`src/rtl/led_bus_arbiter_if.sv`:
```
// Purpose : bundles the LED-bus requester inputs and arbiter outputs into one port.
// Latency : none (wires only).
// Backpressure: none; the arbiter is the slave, the requester side is the master.
// Signals : req/data   requester side -> arbiter
//           gnt/busy/owner_id/led_out   arbiter -> requesters and ledr pins
interface led_bus_arbiter_if #(
  parameter int N_REQ  = 3,
  parameter int DATA_W = 10
) ();
  localparam int IW = $clog2(N_REQ);

  logic [N_REQ-1:0]        req;
  logic [N_REQ*DATA_W-1:0] data;
  logic [N_REQ-1:0]        gnt;
  logic                    busy;
  logic [IW-1:0]           owner_id;
  logic [DATA_W-1:0]       led_out;

  modport master (output req, data, input gnt, busy, owner_id, led_out);
  modport slave  (input req, data, output gnt, busy, owner_id, led_out);
endinterface

```
`src/rtl/led_bus_arbiter.sv`:
```
// Purpose : round-robin arbiter sharing the board LED bus between N_REQ requesters.
// Latency : req -> gnt 1 cycle; owner data -> led_out 1 cycle.
// Backpressure: none; requesters hold req until granted, owner data is sampled every grant cycle.
// Ports   : clk, reset (sync, active-high), bus.slave:
//           req[N_REQ], data[N_REQ*DATA_W] in; gnt (one-hot), busy, owner_id, led_out out.
module led_bus_arbiter #(
  parameter int                N_REQ    = 3,
  parameter int                DATA_W   = 10,
  parameter int                MIN_HOLD = 4,
  parameter int                MAX_HOLD = 1024,
  parameter logic [DATA_W-1:0] IDLE_VAL = '0
) (
  input  logic           clk,
  input  logic           reset,
  led_bus_arbiter_if.slave bus
);

  localparam int HOLD_MAX = (MIN_HOLD > MAX_HOLD) ? MIN_HOLD : MAX_HOLD;
  localparam int HW       = $clog2(HOLD_MAX + 1);
  localparam int IW       = $clog2(N_REQ);

  localparam logic [HW-1:0]    HOLD_SAT = HW'(HOLD_MAX);
  localparam logic [HW-1:0]    MIN_M1   = HW'(MIN_HOLD - 1);
  localparam logic [HW-1:0]    MAX_M1   = HW'(MAX_HOLD - 1);
  localparam logic [N_REQ-1:0] ONE      = N_REQ'(1);
  localparam logic [IW-1:0]    RR_RST   = IW'(N_REQ - 1);

  typedef enum logic {IDLE, GRANT} state_t;

  state_t            state_q, state_d;
  logic [N_REQ-1:0]  gnt_q, gnt_d;
  logic              busy_q, busy_d;
  logic [IW-1:0]     owner_q, owner_d;
  logic [IW-1:0]     rr_q, rr_d;
  logic [HW-1:0]     hold_q, hold_d;
  logic [DATA_W-1:0] led_q, led_d;

  logic [IW:0]       idle_pick, hand_pick;
  logic              others_req, min_ok, preempt, release_now;

  // Round-robin search starting after 'base', looking at 'span' candidates.
  // The index is computed modulo N_REQ so non power-of-two counts wrap correctly.
  // Result: {found, index}.
  function automatic logic [IW:0] rr_pick(input logic [N_REQ-1:0] r,
                                          input logic [IW-1:0]    base,
                                          input int               span);
    logic          found;
    logic [IW-1:0] idx;
    found = 1'b0;
    idx   = '0;
    for (int k = 1; k <= N_REQ; k++) begin
      logic [IW-1:0] cand;
      cand = IW'((int'(base) + k) % N_REQ);
      if (!found && (k <= span) && r[cand]) begin
        found = 1'b1;
        idx   = cand;
      end
    end
    return {found, idx};
  endfunction

  always_comb begin
    state_d = state_q;
    gnt_d   = gnt_q;
    owner_d = owner_q;
    rr_d    = rr_q;
    hold_d  = hold_q;
    led_d   = led_q;

    // IDLE searches all requesters from rr_ptr+1; a handoff skips the owner.
    idle_pick  = rr_pick(bus.req, rr_q, N_REQ);
    hand_pick  = rr_pick(bus.req, owner_q, N_REQ - 1);
    others_req = |(bus.req & ~gnt_q);
    min_ok     = (hold_q >= MIN_M1);
    // '>=' rather than '==': hold_cnt may already sit saturated past MAX_HOLD-1
    // when a late requester arrives, and it must still be able to preempt.
    preempt     = (MAX_HOLD != 0) && (hold_q >= MAX_M1) && others_req;
    release_now = (!bus.req[owner_q] && min_ok) || preempt;

    case (state_q)
      IDLE: begin
        if (idle_pick[IW]) begin
          state_d = GRANT;
          gnt_d   = ONE << idle_pick[IW-1:0];
          owner_d = idle_pick[IW-1:0];
          hold_d  = '0;
        end
      end
      GRANT: begin
        led_d  = bus.data[int'(owner_q)*DATA_W +: DATA_W];
        hold_d = (hold_q == HOLD_SAT) ? hold_q : hold_q + 1'b1;
        if (release_now) begin
          rr_d = owner_q;
          if (hand_pick[IW]) begin
            // Direct handoff: no idle cycle between owners.
            gnt_d   = ONE << hand_pick[IW-1:0];
            owner_d = hand_pick[IW-1:0];
            hold_d  = '0;
          end else begin
            state_d = IDLE;
            gnt_d   = '0;
            hold_d  = '0;
          end
        end
      end
      default: begin
        state_d = IDLE;
        gnt_d   = '0;
      end
    endcase

    busy_d = |gnt_d;
  end

  always_ff @(posedge clk) begin
    if (reset) begin
      state_q <= IDLE;
      gnt_q   <= '0;
      busy_q  <= 1'b0;
      owner_q <= '0;
      rr_q    <= RR_RST;
      hold_q  <= '0;
      led_q   <= IDLE_VAL;
    end else begin
      state_q <= state_d;
      gnt_q   <= gnt_d;
      busy_q  <= busy_d;
      owner_q <= owner_d;
      rr_q    <= rr_d;
      hold_q  <= hold_d;
      led_q   <= led_d;
    end
  end

  assign bus.gnt      = gnt_q;
  assign bus.busy     = busy_q;
  assign bus.owner_id = owner_q;
  assign bus.led_out  = led_q;

endmodule

```
`src/flat_wrapper.sv`:
```
// flat-port wrapper written by rule: the top's interface ports become plain ports
module led_bus_arbiter_flat 
#(
  parameter int                N_REQ    = 3,
  parameter int                DATA_W   = 10,
  parameter int                MIN_HOLD = 4,
  parameter int                MAX_HOLD = 1024,
  parameter logic [DATA_W-1:0] IDLE_VAL = '0
)
  (clk, reset, bus_req, bus_data, bus_gnt, bus_busy, bus_owner_id, bus_led_out);
  led_bus_arbiter_if #(.N_REQ(N_REQ), .DATA_W(DATA_W)) bus_i ();
  input  logic clk;
  input  logic reset;
  input wire logic [$bits(bus_i.req)-1:0] bus_req;
  input wire logic [$bits(bus_i.data)-1:0] bus_data;
  output wire logic [$bits(bus_i.gnt)-1:0] bus_gnt;
  output wire logic [$bits(bus_i.busy)-1:0] bus_busy;
  output wire logic [$bits(bus_i.owner_id)-1:0] bus_owner_id;
  output wire logic [$bits(bus_i.led_out)-1:0] bus_led_out;
  assign bus_i.req = bus_req;
  assign bus_i.data = bus_data;
  assign bus_gnt = bus_i.gnt;
  assign bus_busy = bus_i.busy;
  assign bus_owner_id = bus_i.owner_id;
  assign bus_led_out = bus_i.led_out;
  led_bus_arbiter #(.N_REQ(N_REQ), .DATA_W(DATA_W), .MIN_HOLD(MIN_HOLD), .MAX_HOLD(MAX_HOLD), .IDLE_VAL(IDLE_VAL)) u_core (.clk(clk), .reset(reset), .bus(bus_i));
endmodule
```
`config.mk`:
```
export PLATFORM = sky130hd
export DESIGN_NAME = led_bus_arbiter_flat
export DESIGN_NICKNAME = d
export VERILOG_FILES = /design/src/rtl/led_bus_arbiter_if.sv /design/src/rtl/led_bus_arbiter.sv /design/src/flat_wrapper.sv
export SDC_FILE = /design/constraint.sdc
export NUM_CORES = 1
export LEC_CHECK = 0
export ABC_AREA = 0
export CAP_MARGIN = 0
export CORE_ASPECT_RATIO = 1.75
export CORE_UTILIZATION = 49
export DETAILED_ROUTE_END_ITERATION = 8
export GPL_TIMING_DRIVEN = 0
export PLACE_DENSITY = 0.81
export SLEW_MARGIN = 20
export SYNTH_ARGS = -nofsm -noshare
export SYNTH_HDL_FRONTEND = slang
export SYNTH_SLANG_ARGS = --single-unit
```
`constraint.sdc`:
```
create_clock -name clk -period 2.8 [get_ports clk]
set_input_delay 0.56 -clock clk [delete_from_list [all_inputs] [get_ports clk]]
set_output_delay 0.56 -clock clk [all_outputs]
set_load 0.05 [all_outputs]
```
* Word level (Yosys, flattened, before mapping)
Cells that the tools add are included.
** Word-level totals
- Logic and storage cells :: 91
- Flip-flop bits (word level) :: 30
- Input port bits :: 35
** Operators by class
- Bitwise logic cells :: 3
- Shifts and indexed selects :: 3
- Magnitude comparators :: 8
- $mul :: 1
- Add/sub/neg operators :: 6
- Mux-type cells :: 38
- Equality and inequality tests :: 5
- Div/mod/pow operators :: 5
- Reductions and logical operators :: 15
** Operators with widths (count)
- $mod 32x3->32 const B :: 5
- $mux 11 :: 3
- $shiftx 30x32->10 :: 1
- $pmux 11 s2 :: 1
- $lt 2x3->1 const B :: 6
- $mux 2 :: 8
- $mux 1 :: 14
- $bmux 1 s2 :: 6
- $add 11x1->11 const B :: 1
- $eq 11x11->1 const B :: 1
- $ge 11x10->1 const B :: 1
- $ge 11x2->1 const B :: 1
- $add 2x2->3 const B :: 3
- $mux 3 :: 3
- $add 2x1->3 const B :: 2
- $pmux 3 s2 :: 1
- $reduce_or 3->1 :: 2
- $shl 1x2->3 const A :: 2
- $logic_and 1x1->1 :: 5
- $mul 2x3->5 const B :: 1
- $logic_not 1->1 :: 4
- $ne 2x2->1 const B :: 2
- $pmux 2 s2 :: 1
- $reduce_and 2->1 :: 2
- other kinds (8) :: 8

* Logic depth before layout (Yosys ltp)
Gate-level depths: netlist (run 1).
- Word-level depth :: 15
- Mapped depth :: 8

* Least setup slack after synthesis (run 1)
OpenSTA, ideal clock, no wires.
- Kind :: register -> register
- Start point :: register u_core.owner_q[0] (netlist: u_core.bus.owner_id[0])
- End point :: register u_core.owner_q[0] (netlist: u_core.bus.owner_id[0])
- Data required time :: 2.726 ns
- Arrival time :: 2.444 ns
- Clock period less this slack :: 2.519 ns
- Setup slack :: 0.281 ns
- Library setup time :: 0.074 ns
- Buffers on the path :: 1
- Stages on the path, launching flop included :: 9
- Path through :: dfxtp_1 -> clkbuf_1 -> inv_1 -> ha_1 -> nand4bb_1 -> a31oi_1 -> nand2_1 -> or2_2 -> a31oi_1
** Between the ends
- Word-level cells in the longest chain between the ends :: 11
- Elaborated cells between the ends (all ways) :: 25
- Those cells by class :: add/sub: 2; div: 2; eq/ne: 2; mux: 13; reduce/logical: 6
** Ends and longest elaborated chain
- start: declaration :: RTL line led_bus_arbiter.sv:33 : logic [IW-1:0] owner_q, owner_d;
- start signal: assignment :: RTL line led_bus_arbiter.sv:128 : owner_q <= owner_d;
- $add 2x1->3 :: RTL line led_bus_arbiter.sv:53 : cand = IW'((int'(base) + k) % N_REQ);
- $mod 32x3->32 :: RTL line led_bus_arbiter.sv:53
- $bmux 1 s2 :: RTL line led_bus_arbiter.sv:54 : if (!found && (k <= span) && r[cand]) begin
- $mux 1 (not written as such) :: RTL line led_bus_arbiter.sv:54
- $mux 1 :: RTL line led_bus_arbiter.sv:54
- $logic_not 1->1 :: RTL line led_bus_arbiter.sv:54
- $logic_and 1x1->1 :: RTL line led_bus_arbiter.sv:54
- $mux 2 :: RTL line led_bus_arbiter.sv:54
- $mux 2 :: RTL line led_bus_arbiter.sv:94 : if (hand_pick[IW]) begin
- $mux 2 :: RTL line led_bus_arbiter.sv:92 : if (release_now) begin
- $pmux 2 s2 :: RTL line led_bus_arbiter.sv:80 : case (state_q)
Several ways; a longest one is shown, not always the timed one. The select of a mux whose other input is x is not followed.
A chain may end at the register's enable or synchronous reset.

* Worst setup path after layout (run 1)
- Start point :: register u_core.hold_q[6]
- End point :: register u_core.hold_q[6]
** Between the ends
- Word-level cells in the longest chain between the ends :: 5
- Elaborated cells between the ends (all ways) :: 12
- Those cells by class :: add/sub: 1; order compare: 2; eq/ne: 2; mux: 3; reduce/logical: 4
** Ends and longest elaborated chain
- start: declaration :: RTL line led_bus_arbiter.sv:35 : logic [HW-1:0] hold_q, hold_d;
- start signal: assignment :: RTL line led_bus_arbiter.sv:130 : hold_q <= hold_d;
- $ge 11x2->1 or $ge 11x10->1 (tied branches) :: RTL line led_bus_arbiter.sv:74, led_bus_arbiter.sv:77
- $logic_and 1x1->1 (on tied branches) :: RTL line led_bus_arbiter.sv:78, led_bus_arbiter.sv:77
- $logic_or 1x1->1 :: RTL line led_bus_arbiter.sv:78 : release_now = (!bus.req[owner_q] && min_ok) || preempt;
- $mux 11 or $ne 3x3->1 (tied branches)
- $pmux 11 s2 or $reduce_and 2->1 (tied branches)
Several ways; a longest one is shown, not always the timed one. The select of a mux whose other input is x is not followed.

==> results of run 1 <==
[per-layer routing]
layer  wire length [µm]  vias to the layer above  part of all wire [%]
met2               3040                       79                    56
met5                  0                        -                     0
met4                124                        0                   2.3
met3                294                       15                   5.4
met1               1980                      981                    36
li1                   -                      992                     -
[sequential cells by signal, summed over array words and instances, names as in the netlist]
signal / cells
u_core.bus.owner_id: 2
u_core.bus.led_out: 10
u_core.hold_q: 11
u_core.bus.busy: 1
u_core.state_q: 1
u_core.rr_q: 2
u_core.bus.gnt: 3
[how the worst min path moves through the flow]
stage,end,slack [ns],cells past startpoint
6_report,u_core.bus.led_out[0],0.48,2
5_1_grt,u_core.bus.led_out[0],0.50,2
4_1_cts,u_core.bus.led_out[0],0.48,2
3_5_place_dp,u_core.bus.led_out[0],0.48,2
3_3_place_gp,u_core.bus.led_out[7],0.47,2
2_1_floorplan,u_core.rr_q[1],0.46,1
[logic make-up (layout without fill, tap and decap cells)]
| group | after synthesis | count (layout) | synth area share [%] |
|---|---|---|---|
| DFF | 30 | 30 | 31.3 |
| buffers and inverters | 22 | 78 | 4.30 |
| adders and majority gates | 7 | 7 | 4.43 |
| muxes | 13 | 13 | 7.55 |
| AOI/OAI and AO/OA | 65 | 65 | 25.4 |
| and+or+nand+nor | 92 | 92 | 27.1 |
[layout by cell type, fill, tap and decap left out, types with 6 or more instances in the layout]
| cell type | netlist | routed |
|---|---|---|
| sky130_fd_sc_hd__clkbuf_1 | 11 | 10 |
| sky130_fd_sc_hd__nor2_1 | 17 | 17 |
| sky130_fd_sc_hd__ha_1 | 6 | 6 |
| sky130_fd_sc_hd__nor3_1 | 13 | 13 |
| sky130_fd_sc_hd__a221oi_1 | 11 | 11 |
| sky130_fd_sc_hd__a21oi_1 | 14 | 14 |
| sky130_fd_sc_hd__inv_1 | 9 | 9 |
| sky130_fd_sc_hd__a31oi_1 | 7 | 7 |
| sky130_fd_sc_hd__clkdlybuf4s50_1 | 0 | 48 |
| sky130_fd_sc_hd__nand3_1 | 7 | 7 |
| sky130_fd_sc_hd__dfxtp_1 | 30 | 30 |
| sky130_fd_sc_hd__nand2_1 | 15 | 15 |
| sky130_fd_sc_hd__mux2_2 | 12 | 12 |
[where the power goes]
part	internal [mW]	switching (mW)	leakage, nW
clock	0.262	0.175	0.0579
combinational	0.177	0.257	0.648
sequential	0.458	0.0255	0.246
[area by class of cell]
| type | instances | area share, % |
|---|---|---|
| Sequential cell | 30 | 23.3 |
| Buffer | 12 | 1.80 |
| Tap cell | 46 | 2.23 |
| Timing Repair Buffer | 48 | 18.6 |
| Inverter | 10 | 1.46 |
| Multi-Input combinational cell | 177 | 48.3 |
| Clock inverter | 3 | 1.55 |
| Clock buffer | 5 | 2.67 |
[critical path: stages, from the launching register on]
cell and delay (ns):
sky130_fd_sc_hd__dfxtp_1 0.36, sky130_fd_sc_hd__or4_1 0.56, sky130_fd_sc_hd__or4_4 0.58, sky130_fd_sc_hd__a221oi_4 0.52, sky130_fd_sc_hd__or3b_1 0.40, sky130_fd_sc_hd__a31oi_1 0.17
==> results list, run 1 <==
* Critical R2R Capture: u_core.hold_q[6]
* Area added between synthesis and finish: 34.1%
* Standby leakage power: ~0.95 nW
* Part of the Yosys area used for sequential elements: a little under a third
- The Yosys step of the flow raised 0 warnings.
* CTS tree: done
- The largest total area in the synthesized netlist belongs to sky130_fd_sc_hd__dfxtp_1.
* Setup repair after global routing missed its margin: false
- Critical Path Source Type: flip-flop
- For this block, the routed nets add up to roughly 5.4 mm of wire.
- The tree is rooted in a sky130_fd_sc_hd__clkbuf_8.
* Number of vias in the routed layout: just over 2000
* Clock tree skew after final layout: 0.00928 ns
- Yosys mapped a number of flops with a built-in enable equal to 0.
- Async set or reset register ratio after synthesis: 0%
- The run finished with clean final reports.
* Post-cts repair resize count: 0
* Final period utilization: 95.0%
- Critical Path Sink: u_core.hold_q[6]
- Timing would allow up to between 300 and 400 MHz.
- At the worst endpoint, the required time is just over 3 ns.
- For the worst setup path, the data arrival time is ~2.9 ns.
- Hold slack: ~0.48 ns
* Count of filler cells inserted in the layout: 311
* Final Instance Area: between 2000 and 3000 µm²
- Path category of the worst min-delay check: flip-flop to flip-flop
- Cell with the most instances after synthesis: sky130_fd_sc_hd__dfxtp_1
- Final HPWL DP: between 4 and 5 mm
- By area the synthesized netlist is led by sky130_fd_sc_hd__dfxtp_1 31%, sky130_fd_sc_hd__mux2_2 7.0%, sky130_fd_sc_hd__a221oi_1 5.0%.
- Worst-case register-to-register setup slack: 0.14 ns
* Final number of setup-violating endpoints: 0
- Initial antenna violation count: 0
* Total Die Area: between 4000 and 5000 µm²
- The detail route stage leaves a number of antenna-violating nets equal to 0.
- Largest net degree at the start of global routing: 11
- GRT busiest layer: met2
- Global-route met2 utilization: a little over half
* Synthesized area per cell: ~8.4 µm²
- IR analysis of the VDD net gives a maximum drop of about 0.41 mV.
- Fraction of layout instances using a drive strength above 1: 10.9%
- For this configuration, the core starts out at a cell density of 51.9%.
* Width of the die: between 40 and 50 µm
* Critical path startpoint: u_core.hold_q[6]
* Count of H-tree levels built during CTS: 2
- The via count of the first global-routing pass is 2114.
- Post-place instance area: around 2500 µm²
* Standard cell core area: 3700 µm²
- Total grt overflow: 0
- Counting flops and latches in the post-synthesis netlist gives 30.
- Excluding fillers, the count of instances in the completed layout stands at between 300 and 400.
- First-pass GRT wire length: approximately 9.2 mm
- Commonest cells in the netlist: 30 x sky130_fd_sc_hd__dfxtp_1, 17 x sky130_fd_sc_hd__nor2_1, 15 x sky130_fd_sc_hd__nand2_1, 14 x sky130_fd_sc_hd__a21oi_1, 13 x sky130_fd_sc_hd__nor3_1
- Number of distinct library cells after synthesis: 54
- STA classifies the critical path endpoint as a flip-flop.
- Tmin final: 2.66 ns
- Final Max Tran Viols: 0
* Final net count: around 330
* Deepest clock path buffer count: 2
- OpenSTA, run right after detailed placement, puts the worst setup slack at -0.0834 ns.
- From bottom edge to top edge, the die measures approximately 85 µm.
- In this run the count of I/O pins placed on the die edge is 51.
- Post-Syn Area: between 1500 and 2000 µm²
- Area used by multi-input combinational logic: 1250 µm²
* Global placement routability congestion: 0.875
- Crit path kind: flip-flop to flip-flop
- For this run, design rule violations remaining after detail routing come to 0.
- The number of placed instances, taps included, is between 300 and 400.
- Final-report hold violation count: 0
- Per-cell via count in the routed design: roughly 6.2
* Most common flop cell mapped by yosys: sky130_fd_sc_hd__dfxtp_1
* Total Power: 1.35 mW
* Number of detailed-route iterations in the first pass: 4
- After clock tree synthesis, the clock-pin slew on the worst setup and hold paths is around 0.07 ns.
- Global routing consumed, on the met1 layer, about 28% of the routing resources.
- Max-cap viol count: 0
- Post-CTS Setup Repair Bufs: 0
- Along the worst path, the maximum fanout reaches 10.
- Worst slew pin tran: about 0.54 ns
- Final worst slack: between 0.1 and 0.15 ns
- Dividing total power by cell area gives a power density of ~530 nW/µm².
- Total global routing track utilization: between 20 and 30%
* Launch instance of the worst min-delay path: u_core.bus.led_out[0]
* Launch point of the worst reg-to-reg path: u_core.hold_q[6]
- Measured against its own limit, the worst slew margin works out to about 64%.
* Source-to-sink clock delay at the later pin of the worst-skew pair: 0.29 ns
- Register cell area after layout: around 600 µm²
- Number of clock buffers inserted by TritonCTS: 5
- Final Core Density: a little over two thirds
- Share of Yosys cell area claimed by the top area cell type: 31.3%
* Cell count of the worst reg-to-reg path: 5
- M3 GR Usage: under 10%
- Total of hold buffers inserted after clock tree synthesis: 0
- Starting DRC count in detailed routing: 54
- Antenna diode count: 0
* Synth Net Count: 270
- Number of instances in the synthesized netlist: about 230
* WL/cell: between 15 and 20 µm
* Port Buf Inserts: 48
* Clk sink count: 30
- Sum of negative setup slack: 0 ns
- The floorplan has 29 rows.
No activity file was read; power rests on OpenSTA's default activity.
==> run 2, diff against run 1 <==
HOLD_SLACK_MARGIN = 0.15   (was not set)
==> results of run 2 <==
Final layout, timing and power as in run 1 (identical DEF).
==> run 3, diff against run 2 <==
MAX_ROUTING_LAYER = met4   (was not set)
==> run 3 against run 2 <==
  * First-iteration DRC count rose by 43%
  * Global-route usage up 0.87 points
  * Worst hold slack gained 0.0014 ns
  * Clock skew is 0.0017 ns higher
  * Critical path type unchanged
  * Critical endpoint unchanged
==> results list, run 3 (same netlist as run 1, synthesis figures left out) <==
- Outcome: finished, final reports clean
- Worst EP required: 3.02 ns (about the same)
* Initial core utilization: 51.9% (unchanged)
* Final Core Density: 69.6% (unchanged)
- The worst path setup slack after routing is 0.149 ns (+0.00926 ns).
- The final count of hold timing violations is 0 (unchanged).
* Vertical extent of the die: 84.8 µm (unchanged)
* Critical path peak fanout: 10 (unchanged)
* Cells along the critical path: or4_1 -> or4_4 -> a221oi_4 -> or3b_1 -> a31oi_1
- Crit path kind: flip-flop to flip-flop
* Total global routing track utilization: 28.8% (+0.87 points)
- The combinational fraction of design power came to 32.0% (about the same).
- In the layout the commonest cells are 48 x sky130_fd_sc_hd__clkdlybuf4s50_1, 30 x sky130_fd_sc_hd__dfxtp_1, 17 x sky130_fd_sc_hd__nor2_1.
* Port Buf Inserts: 48 (unchanged)
- Deepest clock path buffer count: 2 (unchanged)
* Total Die Area: 4190 µm² (unchanged)
- The number of antenna-violating nets in the routed design was 0 (unchanged).
- The average vias per placed instance was 6.23 (-0.19%).
* Initial antenna violation count: 0 (unchanged)
* Final net count: 325 (unchanged)
- Worst max-slew margin expressed relative to the limit: 63.2% (-0.58 points)
- Net switching power: 0.460 mW (+0.60%)
* Int Power: 0.896 mW (about the same)
- The number of top-level design ports is 51 (unchanged).
* Post-cts repair resize count: 0 (unchanged)
* Total power per unit cell area: 526 nW/µm² (+0.20%)
- The highest achievable clock rate is 377 MHz (+0.35%).
- The post-synthesis to final-layout area growth came to 34.1% (unchanged).
* Net switching share of the total power: 33.9% (+0.13 points)
- WL/cell: 16.4 µm (-0.13%)
* Clk sink count: 30 (unchanged)
* Critical Path Source Type: flip-flop
- The sequential power share came to 35.6% (about the same).
- The register with the most flip-flops in the final layout is u_core.hold_q.
- The data arrival at the endpoint of the critical path was 2.87 ns (about the same).
- The first-pass GRT wire length was 9.18 mm (unchanged).
- Path category of the worst min-delay check: flip-flop to flip-flop
- STA classifies the critical path endpoint as a flip-flop.
- Maximum VDD drop: 0.414 mV (about the same)
- Worst slew pin tran: 0.551 ns (+0.00871 ns)
- Vias in the first global route: 2115 (+0.047%)
- The number of rows created at floorplan came to 29 (unchanged).
- Slowest stage cell, crit path: sky130_fd_sc_hd__or4_4
- The clock slew seen by the registers of the worst setup and hold paths was 0.07 ns (about the same).
* Number of vias in the routed layout: 2063 (-0.19%)
* Clock tree skew after final layout: 0.0109 ns (+0.00166 ns)
* Largest register FFs: 11 (unchanged)
- Maximum single-stage delay on the critical path: 0.58 ns (about the same)
- The remaining global-route overflow was 0 (unchanged).
- The worst slack at placement is -0.0834 ns (unchanged).
- Share of total power in the clock network: 32.4% (about the same)
- The hold-fix buffer count after cts is 0 (unchanged).
- The shortest clock period the worst path allows after layout is 2.65 ns (-0.00926 ns).
- The number of setup violations in the final report came to 0 (unchanged).
- Number of clock buffers inserted by TritonCTS: 5 (unchanged)
- The post-layout instance area was 2580 µm² (unchanged).
* Post-CTS Setup Repair Bufs: 0 (unchanged)
- The maximum number of pins on one net before global-route repair is 11 (unchanged).
- Residual DRC: 0 (unchanged)
* Hold slack: 0.484 ns (+0.00138 ns)
* Global placement routability congestion: 0.890 (+1.6%)
- Setup repair after global routing left no endpoint under its margin.
* Standard cell core area: 3700 µm² (unchanged)
- Root buffer cell: sky130_fd_sc_hd__clkbuf_8
- Number of detailed-route iterations in the first pass: 4 (unchanged)
- Standby leakage power: 0.952 nW (unchanged)
- The number of antenna cells inserted is 0 (unchanged).
* Sum of negative setup slack: 0 ns (unchanged)
- The number of maximum-capacitance violations is 0 (unchanged).
* Width of the die: 49.3 µm (unchanged)
- Starting DRC count in detailed routing: 77 (+43%)
* Final Max Tran Viols: 0 (unchanged)
* Post-place instance area: 2460 µm² (unchanged)
- The library cell used most frequently in the layout, excluding fill and tap cells, is sky130_fd_sc_hd__clkdlybuf4s50_1.
- Final period utilization: 94.7% (-0.33 points)
- TritonCTS built the clock tree.
* Fraction of layout instances using a drive strength above 1: 10.9% (unchanged)
- Count of H-tree levels built during CTS: 2 (unchanged)
- The placed wire-length estimate after detailed placement was 4.15 mm (unchanged).
- The routed wire length is 5.43 mm (-0.13%).
- The insertion delay of the later-clocked pin in the worst-skew pair is 0.29 ns (about the same).
run 3: metal layers:
| metal | up-vias | track usage (%) | routed length, µm |
|---|---|---|---|
| met5 | - | - | 0 |
| met4 | 0 | 11.5 | 123 |
| met3 | 15 | 4.48 | 261 |
| met2 | 82 | 53.8 | 3040 |
| met1 | 976 | 28.8 | 2000 |
| li1 | 990 | - | - |
run 3: stage by stage:
stage	std cells	total power, mW
final	331	1.36
after global routing	331	1.41
after CTS	331	1.35
after detailed placement	323	0.922
after global placement	323	0.915
after floorplan	229	0.769
run 3: critical path, delay by kind of cell, from the launching register on:
kind	cells	cell delay [ns]
DFF	1	0.36
AOI/OAI and AO/OA	2	0.69
and+or+nand+nor	3	1.54
run 3: power groups by stage:
stage	Sequential, mW	Combinational (mW)	Clock [mW]
2_1_floorplan	0.577	0.192	0
3_5_place_dp	0.492	0.429	0
3_3_place_gp	0.491	0.423	0
5_1_grt	0.486	0.469	0.455
4_1_cts	0.483	0.431	0.439
6_report	0.483	0.434	0.439
run 3: final timing paths:
path	from	endpoint	slack, ns	cells after the start
max reg2reg	u_core.hold_q[6]	u_core.hold_q[6]	0.15	5
min reg2reg	u_core.bus.led_out[6]	u_core.bus.led_out[6]	0.48	2
min	u_core.bus.led_out[6]	u_core.bus.led_out[6]	0.48	2
max	u_core.hold_q[6]	u_core.hold_q[6]	0.15	5
run 3: layout make-up:
type	instances	area [µm²]
multi-input combinational	177	1250
fill	311	1120
sequential	30	601
timing repair buffer	48	480
clock buffer	5	68.8
tap	46	57.6
buffer	12	46.3
clock inverter	3	40.0
inverter	10	37.5
